[config.mk]
export PLATFORM = sky130hd
export DESIGN_NAME = alu_seq_flat
export DESIGN_NICKNAME = d
export VERILOG_FILES = /design/src/rtl/alu_seq_pkg.sv /design/src/rtl/alu_seq_if.sv /design/src/rtl/alu_seq_iter.sv /design/src/rtl/alu_seq.sv /design/src/flat_wrapper.sv
export SDC_FILE = /design/constraint.sdc
export NUM_CORES = 1
export LEC_CHECK = 0
export ABC_AREA = 0
export CORE_MARGIN = 4
export CORE_UTILIZATION = 39
export CTS_BUF_LIST = sky130_fd_sc_hd__clkbuf_8
export DETAILED_ROUTE_END_ITERATION = 8
export PLACE_DENSITY = 0.56
export SLEW_MARGIN = 20
export SYNTH_ARGS = -nofsm -noshare
export SYNTH_HDL_FRONTEND = slang
export SYNTH_SLANG_ARGS = --single-unit
export TNS_END_PERCENT = 5
[constraint.sdc]
create_clock -name clk -period 2.95 [get_ports clk]
set_input_delay 0.59 -clock clk [delete_from_list [all_inputs] [get_ports clk]]
set_output_delay 0.59 -clock clk [all_outputs]
set_load 0.05 [all_outputs]
[src/rtl/alu_seq_pkg.sv]
// Shared types for the sequential ALU: opcode and FSM state encodings.
package alu_seq_pkg;

    localparam int unsigned OPW = 4;

    typedef enum logic [OPW-1:0] {
        OP_ADD = 4'd0,
        OP_SUB = 4'd1,
        OP_SLL = 4'd2,
        OP_SRL = 4'd3,
        OP_EQU = 4'd4,
        OP_GTR = 4'd5,
        OP_AND = 4'd6,
        OP_XOR = 4'd7,
        OP_MUL = 4'd8
    } alu_ops_e;

    typedef enum logic [1:0] {
        ST_IDLE,
        ST_SHIFT,
        ST_MUL
    } alu_state_t;

endpackage

[src/rtl/alu_seq_if.sv]
// Request/response bundle between the controller and the sequential ALU.
interface alu_seq_if #(
    parameter int unsigned WIDTH = 8,
    parameter int unsigned OPW   = 4
);
    logic             start_in;
    logic [OPW-1:0]   op_in;
    logic [WIDTH-1:0] reg_in;
    logic [WIDTH-1:0] acc_in;
    logic             busy_out;
    logic             done_out;
    logic [WIDTH-1:0] rslt_out;
    logic             zero_out;
    logic             carry_out;

    modport master (
        output start_in, op_in, reg_in, acc_in,
        input  busy_out, done_out, rslt_out, zero_out, carry_out
    );

    modport slave (
        input  start_in, op_in, reg_in, acc_in,
        output busy_out, done_out, rslt_out, zero_out, carry_out
    );
endinterface

[src/rtl/alu_seq_iter.sv]
// Iterative engine: one shift bit or one shift-add multiply step per cycle.
// The load cycle already performs the first step; finish_c marks the final one.
module alu_seq_iter
    import alu_seq_pkg::*;
#(
    parameter int unsigned WIDTH = 8
) (
    input  logic             clk,
    input  logic             reset,
    input  logic             load,
    input  alu_ops_e         op,
    input  logic [WIDTH-1:0] reg_val,
    input  logic [WIDTH-1:0] acc_val,
    output logic             finish_c,
    output logic [WIDTH-1:0] result_c,
    output logic             ovf_c
);
    localparam int unsigned CW = $clog2(WIDTH) + 1;
    localparam int unsigned PW = 2 * WIDTH;

    logic             active_q, active_d;
    alu_ops_e         op_q, op_d;
    logic [CW-1:0]    cnt_q, cnt_d;
    logic [PW-1:0]    work_q, work_d;
    logic [WIDTH-1:0] mplier_q, mplier_d;
    logic [PW-1:0]    prod_q, prod_d;
    logic [PW-1:0]    work_step, prod_step;

    always_comb begin
        active_d  = active_q;
        op_d      = op_q;
        cnt_d     = cnt_q;
        work_d    = work_q;
        mplier_d  = mplier_q;
        prod_d    = prod_q;

        // Work register holds the shifting value, or the multiplicand for MUL
        work_step = (op_q == OP_SRL) ? (work_q >> 1) : (work_q << 1);
        prod_step = prod_q + (mplier_q[0] ? work_q : '0);

        if (load) begin
            active_d = 1'b1;
            op_d     = op;
            if (op == OP_MUL) begin
                cnt_d    = CW'(WIDTH - 1);
                work_d   = PW'(acc_val) << 1;
                mplier_d = reg_val >> 1;
                prod_d   = reg_val[0] ? PW'(acc_val) : '0;
            end else begin
                cnt_d    = CW'(reg_val - WIDTH'(1));
                work_d   = (op == OP_SRL) ? PW'(acc_val >> 1) : PW'(acc_val) << 1;
                mplier_d = '0;
                prod_d   = '0;
            end
        end else if (active_q) begin
            work_d   = work_step;
            prod_d   = prod_step;
            mplier_d = mplier_q >> 1;
            cnt_d    = cnt_q - CW'(1);
            if (cnt_q == CW'(1)) active_d = 1'b0;
        end
    end

    assign finish_c = active_q && (cnt_q == CW'(1));
    assign result_c = (op_q == OP_MUL) ? prod_step[WIDTH-1:0] : work_step[WIDTH-1:0];
    assign ovf_c    = (op_q == OP_MUL) && (|prod_step[PW-1:WIDTH]);

    always_ff @(posedge clk) begin
        if (reset) begin
            active_q <= 1'b0;
            op_q     <= OP_ADD;
            cnt_q    <= '0;
            work_q   <= '0;
            mplier_q <= '0;
            prod_q   <= '0;
        end else begin
            active_q <= active_d;
            op_q     <= op_d;
            cnt_q    <= cnt_d;
            work_q   <= work_d;
            mplier_q <= mplier_d;
            prod_q   <= prod_d;
        end
    end
endmodule

[src/rtl/alu_seq.sv]
// Registered ALU behind a start/busy/done handshake; long shifts and MUL
// run in alu_seq_iter, everything else completes one cycle after acceptance.
module alu_seq
    import alu_seq_pkg::*;
#(
    parameter int unsigned WIDTH = 8,
    parameter int unsigned OPW   = alu_seq_pkg::OPW
) (
    input  logic     clk,
    input  logic     reset,
    alu_seq_if.slave bus
);
    alu_state_t       state_q, state_d;
    logic             pend_q, pend_d;
    alu_ops_e         op_q, op_d;
    logic [WIDTH-1:0] a_q, a_d;
    logic [WIDTH-1:0] b_q, b_d;
    logic             busy_q, busy_d;
    logic             done_q, done_d;
    logic [WIDTH-1:0] rslt_q, rslt_d;
    logic             zero_q, zero_d;
    logic             carry_q, carry_d;

    logic [OPW-1:0]   op_raw;
    logic [WIDTH:0]   sum_c;
    logic [WIDTH-1:0] sc_rslt_c;
    logic             sc_carry_c;
    logic             shift_long_c;
    logic             iter_load_c;
    logic             iter_finish_c;
    logic [WIDTH-1:0] iter_result_c;
    logic             iter_ovf_c;

    assign op_raw = bus.op_in;

    // Single-cycle datapath; short and out-of-range shifts also resolve here
    always_comb begin
        sum_c      = {1'b0, a_q} + {1'b0, b_q};
        sc_rslt_c  = '0;
        sc_carry_c = 1'b0;
        case (op_q)
            OP_ADD: begin sc_rslt_c = sum_c[WIDTH-1:0]; sc_carry_c = sum_c[WIDTH]; end
            OP_SUB: begin sc_rslt_c = a_q - b_q;        sc_carry_c = (a_q < b_q); end
            OP_SLL: sc_rslt_c = b_q << a_q;
            OP_SRL: sc_rslt_c = b_q >> a_q;
            OP_EQU: sc_rslt_c = WIDTH'(b_q == a_q);
            OP_GTR: sc_rslt_c = WIDTH'(a_q > b_q);
            OP_AND: sc_rslt_c = a_q & b_q;
            OP_XOR: sc_rslt_c = a_q ^ b_q;
            default: sc_rslt_c = '0;
        endcase
        shift_long_c = ((op_q == OP_SLL) || (op_q == OP_SRL)) &&
                       (a_q >= WIDTH'(2)) && (a_q < WIDTH'(WIDTH));
    end

    always_comb begin
        state_d     = state_q;
        pend_d      = 1'b0;
        op_d        = op_q;
        a_d         = a_q;
        b_d         = b_q;
        done_d      = 1'b0;
        rslt_d      = rslt_q;
        zero_d      = zero_q;
        carry_d     = carry_q;
        iter_load_c = 1'b0;

        // Operand latch; a request already in flight blocks new ones
        if (bus.start_in && !busy_q && !pend_q && (state_q == ST_IDLE)) begin
            pend_d = 1'b1;
            op_d   = alu_ops_e'(op_raw);
            a_d    = bus.reg_in;
            b_d    = bus.acc_in;
        end

        case (state_q)
            ST_IDLE: begin
                if (pend_q) begin
                    if (op_q == OP_MUL) begin
                        iter_load_c = 1'b1;
                        state_d     = ST_MUL;
                    end else if (shift_long_c) begin
                        iter_load_c = 1'b1;
                        state_d     = ST_SHIFT;
                    end else begin
                        done_d  = 1'b1;
                        rslt_d  = sc_rslt_c;
                        zero_d  = (sc_rslt_c == '0);
                        carry_d = sc_carry_c;
                    end
                end
            end
            ST_SHIFT, ST_MUL: begin
                if (iter_finish_c) begin
                    state_d = ST_IDLE;
                    done_d  = 1'b1;
                    rslt_d  = iter_result_c;
                    zero_d  = (iter_result_c == '0);
                    carry_d = iter_ovf_c;
                end
            end
            default: state_d = ST_IDLE;
        endcase

        busy_d = (state_d != ST_IDLE);
    end

    alu_seq_iter #(.WIDTH(WIDTH)) u_iter (
        .clk      (clk),
        .reset    (reset),
        .load     (iter_load_c),
        .op       (op_q),
        .reg_val  (a_q),
        .acc_val  (b_q),
        .finish_c (iter_finish_c),
        .result_c (iter_result_c),
        .ovf_c    (iter_ovf_c)
    );

    always_ff @(posedge clk) begin
        if (reset) begin
            state_q <= ST_IDLE;
            pend_q  <= 1'b0;
            op_q    <= OP_ADD;
            a_q     <= '0;
            b_q     <= '0;
            busy_q  <= 1'b0;
            done_q  <= 1'b0;
            rslt_q  <= '0;
            zero_q  <= 1'b0;
            carry_q <= 1'b0;
        end else begin
            state_q <= state_d;
            pend_q  <= pend_d;
            op_q    <= op_d;
            a_q     <= a_d;
            b_q     <= b_d;
            busy_q  <= busy_d;
            done_q  <= done_d;
            rslt_q  <= rslt_d;
            zero_q  <= zero_d;
            carry_q <= carry_d;
        end
    end

    assign bus.busy_out  = busy_q;
    assign bus.done_out  = done_q;
    assign bus.rslt_out  = rslt_q;
    assign bus.zero_out  = zero_q;
    assign bus.carry_out = carry_q;
endmodule
[src/flat_wrapper.sv]
// flat-port wrapper written by rule: the top's interface ports become plain ports
module alu_seq_flat import alu_seq_pkg::*;
#(
    parameter int unsigned WIDTH = 8,
    parameter int unsigned OPW   = alu_seq_pkg::OPW
)
  (clk, reset, bus_start_in, bus_op_in, bus_reg_in, bus_acc_in, bus_busy_out, bus_done_out, bus_rslt_out, bus_zero_out, bus_carry_out);
  alu_seq_if #(.WIDTH(WIDTH), .OPW(OPW)) bus_i ();
  input  logic clk;
  input  logic reset;
  input wire logic [$bits(bus_i.start_in)-1:0] bus_start_in;
  input wire logic [$bits(bus_i.op_in)-1:0] bus_op_in;
  input wire logic [$bits(bus_i.reg_in)-1:0] bus_reg_in;
  input wire logic [$bits(bus_i.acc_in)-1:0] bus_acc_in;
  output wire logic [$bits(bus_i.busy_out)-1:0] bus_busy_out;
  output wire logic [$bits(bus_i.done_out)-1:0] bus_done_out;
  output wire logic [$bits(bus_i.rslt_out)-1:0] bus_rslt_out;
  output wire logic [$bits(bus_i.zero_out)-1:0] bus_zero_out;
  output wire logic [$bits(bus_i.carry_out)-1:0] bus_carry_out;
  assign bus_i.start_in = bus_start_in;
  assign bus_i.op_in = bus_op_in;
  assign bus_i.reg_in = bus_reg_in;
  assign bus_i.acc_in = bus_acc_in;
  assign bus_busy_out = bus_i.busy_out;
  assign bus_done_out = bus_i.done_out;
  assign bus_rslt_out = bus_i.rslt_out;
  assign bus_zero_out = bus_i.zero_out;
  assign bus_carry_out = bus_i.carry_out;
  alu_seq #(.WIDTH(WIDTH), .OPW(OPW)) u_core (.clk(clk), .reset(reset), .bus(bus_i));
endmodule
==> results.yml <==
die:
  initial_core_util_pct: 39.9
  placementRows: 46
  fp.coreArea_um2: 15900
  fp.dieArea_um2: 18400
  top_level_ports: 35
  die-width_um: 136
  die-height_um: 136
global_routing:
  antenna_violations_before_repair: 0
  grt_start_max_net_pins: 61
  global_route.usage.total_pct: 21.1
  globalRouteOverflowTotal: 0
  grt_pass1_wl_um: 30800
  grt_pass1_vias: 5947
logic_synthesis:
  seq_area_frac_synth_pct: 26.2
  syn_avg_cell_area_um2: 7.63
  synth_area_leaders: "sky130_fd_sc_hd__dfxtp_1 (26%), sky130_fd_sc_hd__a21oi_1 (7.5%), sky130_fd_sc_hd__ha_1 (7.3%)"
  count_of_yosys_warnings_during_synthesis: 0
  synth_async_sr_flop_share_pct: 0
  synth_cells: 831
  synth.cell_area_um2: 6340
  synth.top_cell.area_share_pct: 26.2
  synth-seq-cells: 83
  postSynth.topFlopCell: "sky130_fd_sc_hd__dfxtp_1"
  netlist-cell-type-count: 80
  synth.net_count: 894
  number_of_enable_flip_flop_cells_after_synthesis: 0
  synth_area_leader_cell: "sky130_fd_sc_hd__dfxtp_1"
final_layout:
  fin_nets: 920
  syn_to_final_growth_pct: 16.1
  antenna_cells_inserted: 0
  mostFrequentLayoutCells: "sky130_fd_sc_hd__nor2_1 (111), sky130_fd_sc_hd__nand2_1 (92), sky130_fd_sc_hd__a21oi_1 (91), sky130_fd_sc_hd__dfxtp_1 (81), sky130_fd_sc_hd__mux2i_1 (42)"
  drive_above_1_share_pct: 12.5
  post_layout_nonfiller_instances: 1078
  fill_cells: 1611
  layout.cells.most_common: "sky130_fd_sc_hd__nor2_1"
  share_of_the_core_filled_with_cells_pct: 46.4
clock_network:
  cts_sinks: 83
  cts_made_buffers: 9
  cts-root-to-sink-buffers: 2
  clkLatencyLatePin_ns: 0.39
  clock_tree.htree_level_count: 3
  root_cell_of_the_clock_tree: "sky130_fd_sc_hd__clkbuf_8"
  clk_transition_reported_paths_ns: 0.09
  cts_tree: "done"
worst_setup_path:
  critPathArrivalTime_ns: 3.11
  startpoint_type: "flip-flop"
  reg2reg_from: "u_core.b_q[4]"
  timing_worst_setup_path_type: "reg2reg"
  critPathRequiredTime_ns: 3.22
  critPathMaxFanout: 9
  critical_path.reg2reg.endpoint: "u_core.bus.carry_out"
  crit_start: "u_core.b_q[4]"
  end_kind: "flip-flop"
  worst_r2r_path_depth: 10
  regToRegSetupSlack_ns: 0.11
route:
  vias_per_cell: 5.76
  post-route-drc-count: 0
  antenna_violating_nets_post_route: 0
  total_wire_length_um: 19100
  routed_wire_length_per_instance_um: 17.8
  detailroute.via_count: 6205
  first_iter_violations: 539
  1st_pass_router_iterations: 6
timing:
  slew-limit-headroom_pct: 49.8
  timing.final.setup_violations: 0
  worst_slew_pin_slew_ns: 0.751
  timing.final.hold_violations: 0
  layout_worst_path_cycle_share_pct: 96.2
  final.setup.tns_ns: 0
  layout_min_cycle_time_ns: 2.84
  report.final.slew_viol_count: 0
  fmax_ghz: 0.352
  finClkSkew_ns: 0.0181
power:
  pwr_density_cell_nw_per_um2: 387
  peakVddDrop_mv: 0.211
  cellLeakagePower_uw: 0.00264
min_path:
  min_from: "u_core.bus.rslt_out[3]"
  min_to: "u_core.bus.rslt_out[3]"
  hold-path-cell-count: 2
  worstHoldPathType: "reg2reg"
placement:
  place_hpwl_um: 14300
  globalplace.congestion: 0.902
  post-place-cells: 1060
  buffer_ports.inserted: 34
run_status:
  status: "finished, final reports clean"
job:
  maximum_capacitance_violations: 0
-- per-stage QoR --
step	hold slack, ns	setup slack [ns]	cell area (um^2)	total power [uW]
after floorplan	0.462	0.0832	6340	1740
after detailed placement	0.451	0.0455	6990	1980
final	0.458	0.112	7360	2850
after CTS	0.464	0.0367	7190	2860
after global routing	0.485	-0.0166	7360	2990
after global placement	0.441	0.136	6990	1980
-- per-layer routing --
metal  global-route usage [%]  vias to the layer above  share of wire, %
li1                         -                     3022                 -
met1                     28.0                     2931                44
met2                     33.8                      212                47
met3                     3.05                       40               5.4
met4                     9.69                        0               3.5
met5                        0                        -                 0
-- report_power, final --
group          switching, uW  total [uW]  internal, uW
sequential              48.0        1210          1160
combinational            458         762           304
clock                    464         879           415
total                    970        2850          1880
-- kinds of logic (layout without fill, tap and decap cells) --
logic type / after synthesis / after routing / synth area share (%)
XOR/XNOR: 18 / 18 / 2.49
multiplexers: 50 / 50 / 9.23
adder cells (fa/ha/maj): 40 / 40 / 8.25
buffers and inverters: 88 / 119 / 5.96
AO/OA/AOI/OAI: 230 / 230 / 23.0
flip-flops: 83 / 83 / 26.2
AND/OR/NAND/NOR: 322 / 322 / 24.9
-- how the worst max path moves through the flow --
stage | end | depth (start not counted) | slack, ns
global placement | u_core.bus.carry_out | 11 | 0.14
floorplan | u_core.bus.zero_out | 13 | 0.08
finish | u_core.bus.carry_out | 10 | 0.11
CTS | u_core.bus.carry_out | 11 | 0.04
detailed placement | u_core.bus.carry_out | 11 | 0.05
global route | u_core.bus.carry_out | 11 | -0.02
-- worst max-delay path: stages, from the launching register on --
cell and delay (ns):
sky130_fd_sc_hd__dfxtp_1 0.40, sky130_fd_sc_hd__inv_1 0.06, sky130_fd_sc_hd__ha_1 0.48, sky130_fd_sc_hd__nand4_1 0.21
sky130_fd_sc_hd__o22ai_1 0.23, sky130_fd_sc_hd__nor2_1 0.12, sky130_fd_sc_hd__a211oi_2 0.22, sky130_fd_sc_hd__buf_4 0.16
sky130_fd_sc_hd__or4b_1 0.46, sky130_fd_sc_hd__nor4_2 0.27, sky130_fd_sc_hd__a31oi_1 0.11
-- sequential cells by signal, indices dropped and copies added, names as in the netlist --
| signal | flops |
|---|---|
| u_core.u_iter.prod_q | 16 |
| u_core.u_iter.work_q | 16 |
| u_core.a_q | 8 |
| u_core.b_q | 8 |
| u_core.bus.rslt_out | 8 |
| u_core.u_iter.mplier_q | 7 |
| u_core.op_q | 4 |
| u_core.u_iter.cnt_q | 4 |
| u_core.u_iter.op_q | 4 |
| u_core.state_q | 2 |
| u_core.bus.busy_out | 1 |
| u_core.bus.carry_out | 1 |
| u_core.bus.done_out | 1 |
| u_core.bus.zero_out | 1 |
| u_core.pend_q | 1 |
| u_core.u_iter.active_q | 1 |
-- cells in the mapped netlist, drive strengths merged, types with 7 or more instances --
library cell  count
nor4              8
a31oi            13
nand2            92
o211ai            8
a21oi            95
buf              26
xnor2            10
nor3             24
o31ai             7
dfxtp            83
o21ai            38
xor2              8
and2             20
mux2i            42
and3              9
ha               37
nand3             8
nand2b            9
inv              30
clkbuf           32
nor2            113
a211oi           26
-- what timing repair did --
action,in CTS,in global routing
setup buffers,0,2
setup endpoints to repair,0,2
hold buffers,0,0
gates resized for setup,0,27
-- final cells by class --
type	count	area (um^2)	share of cell area, %
multi-input cells	660	4470	60.7
clock inverters	6	63.8	0.867
repair buffers	73	644	8.75
inverters	30	113	1.53
flip-flops and latches	83	1660	22.6
well taps	216	270	3.67
clock buffers	10	138	1.87
(Power assumes the default switching activity.)
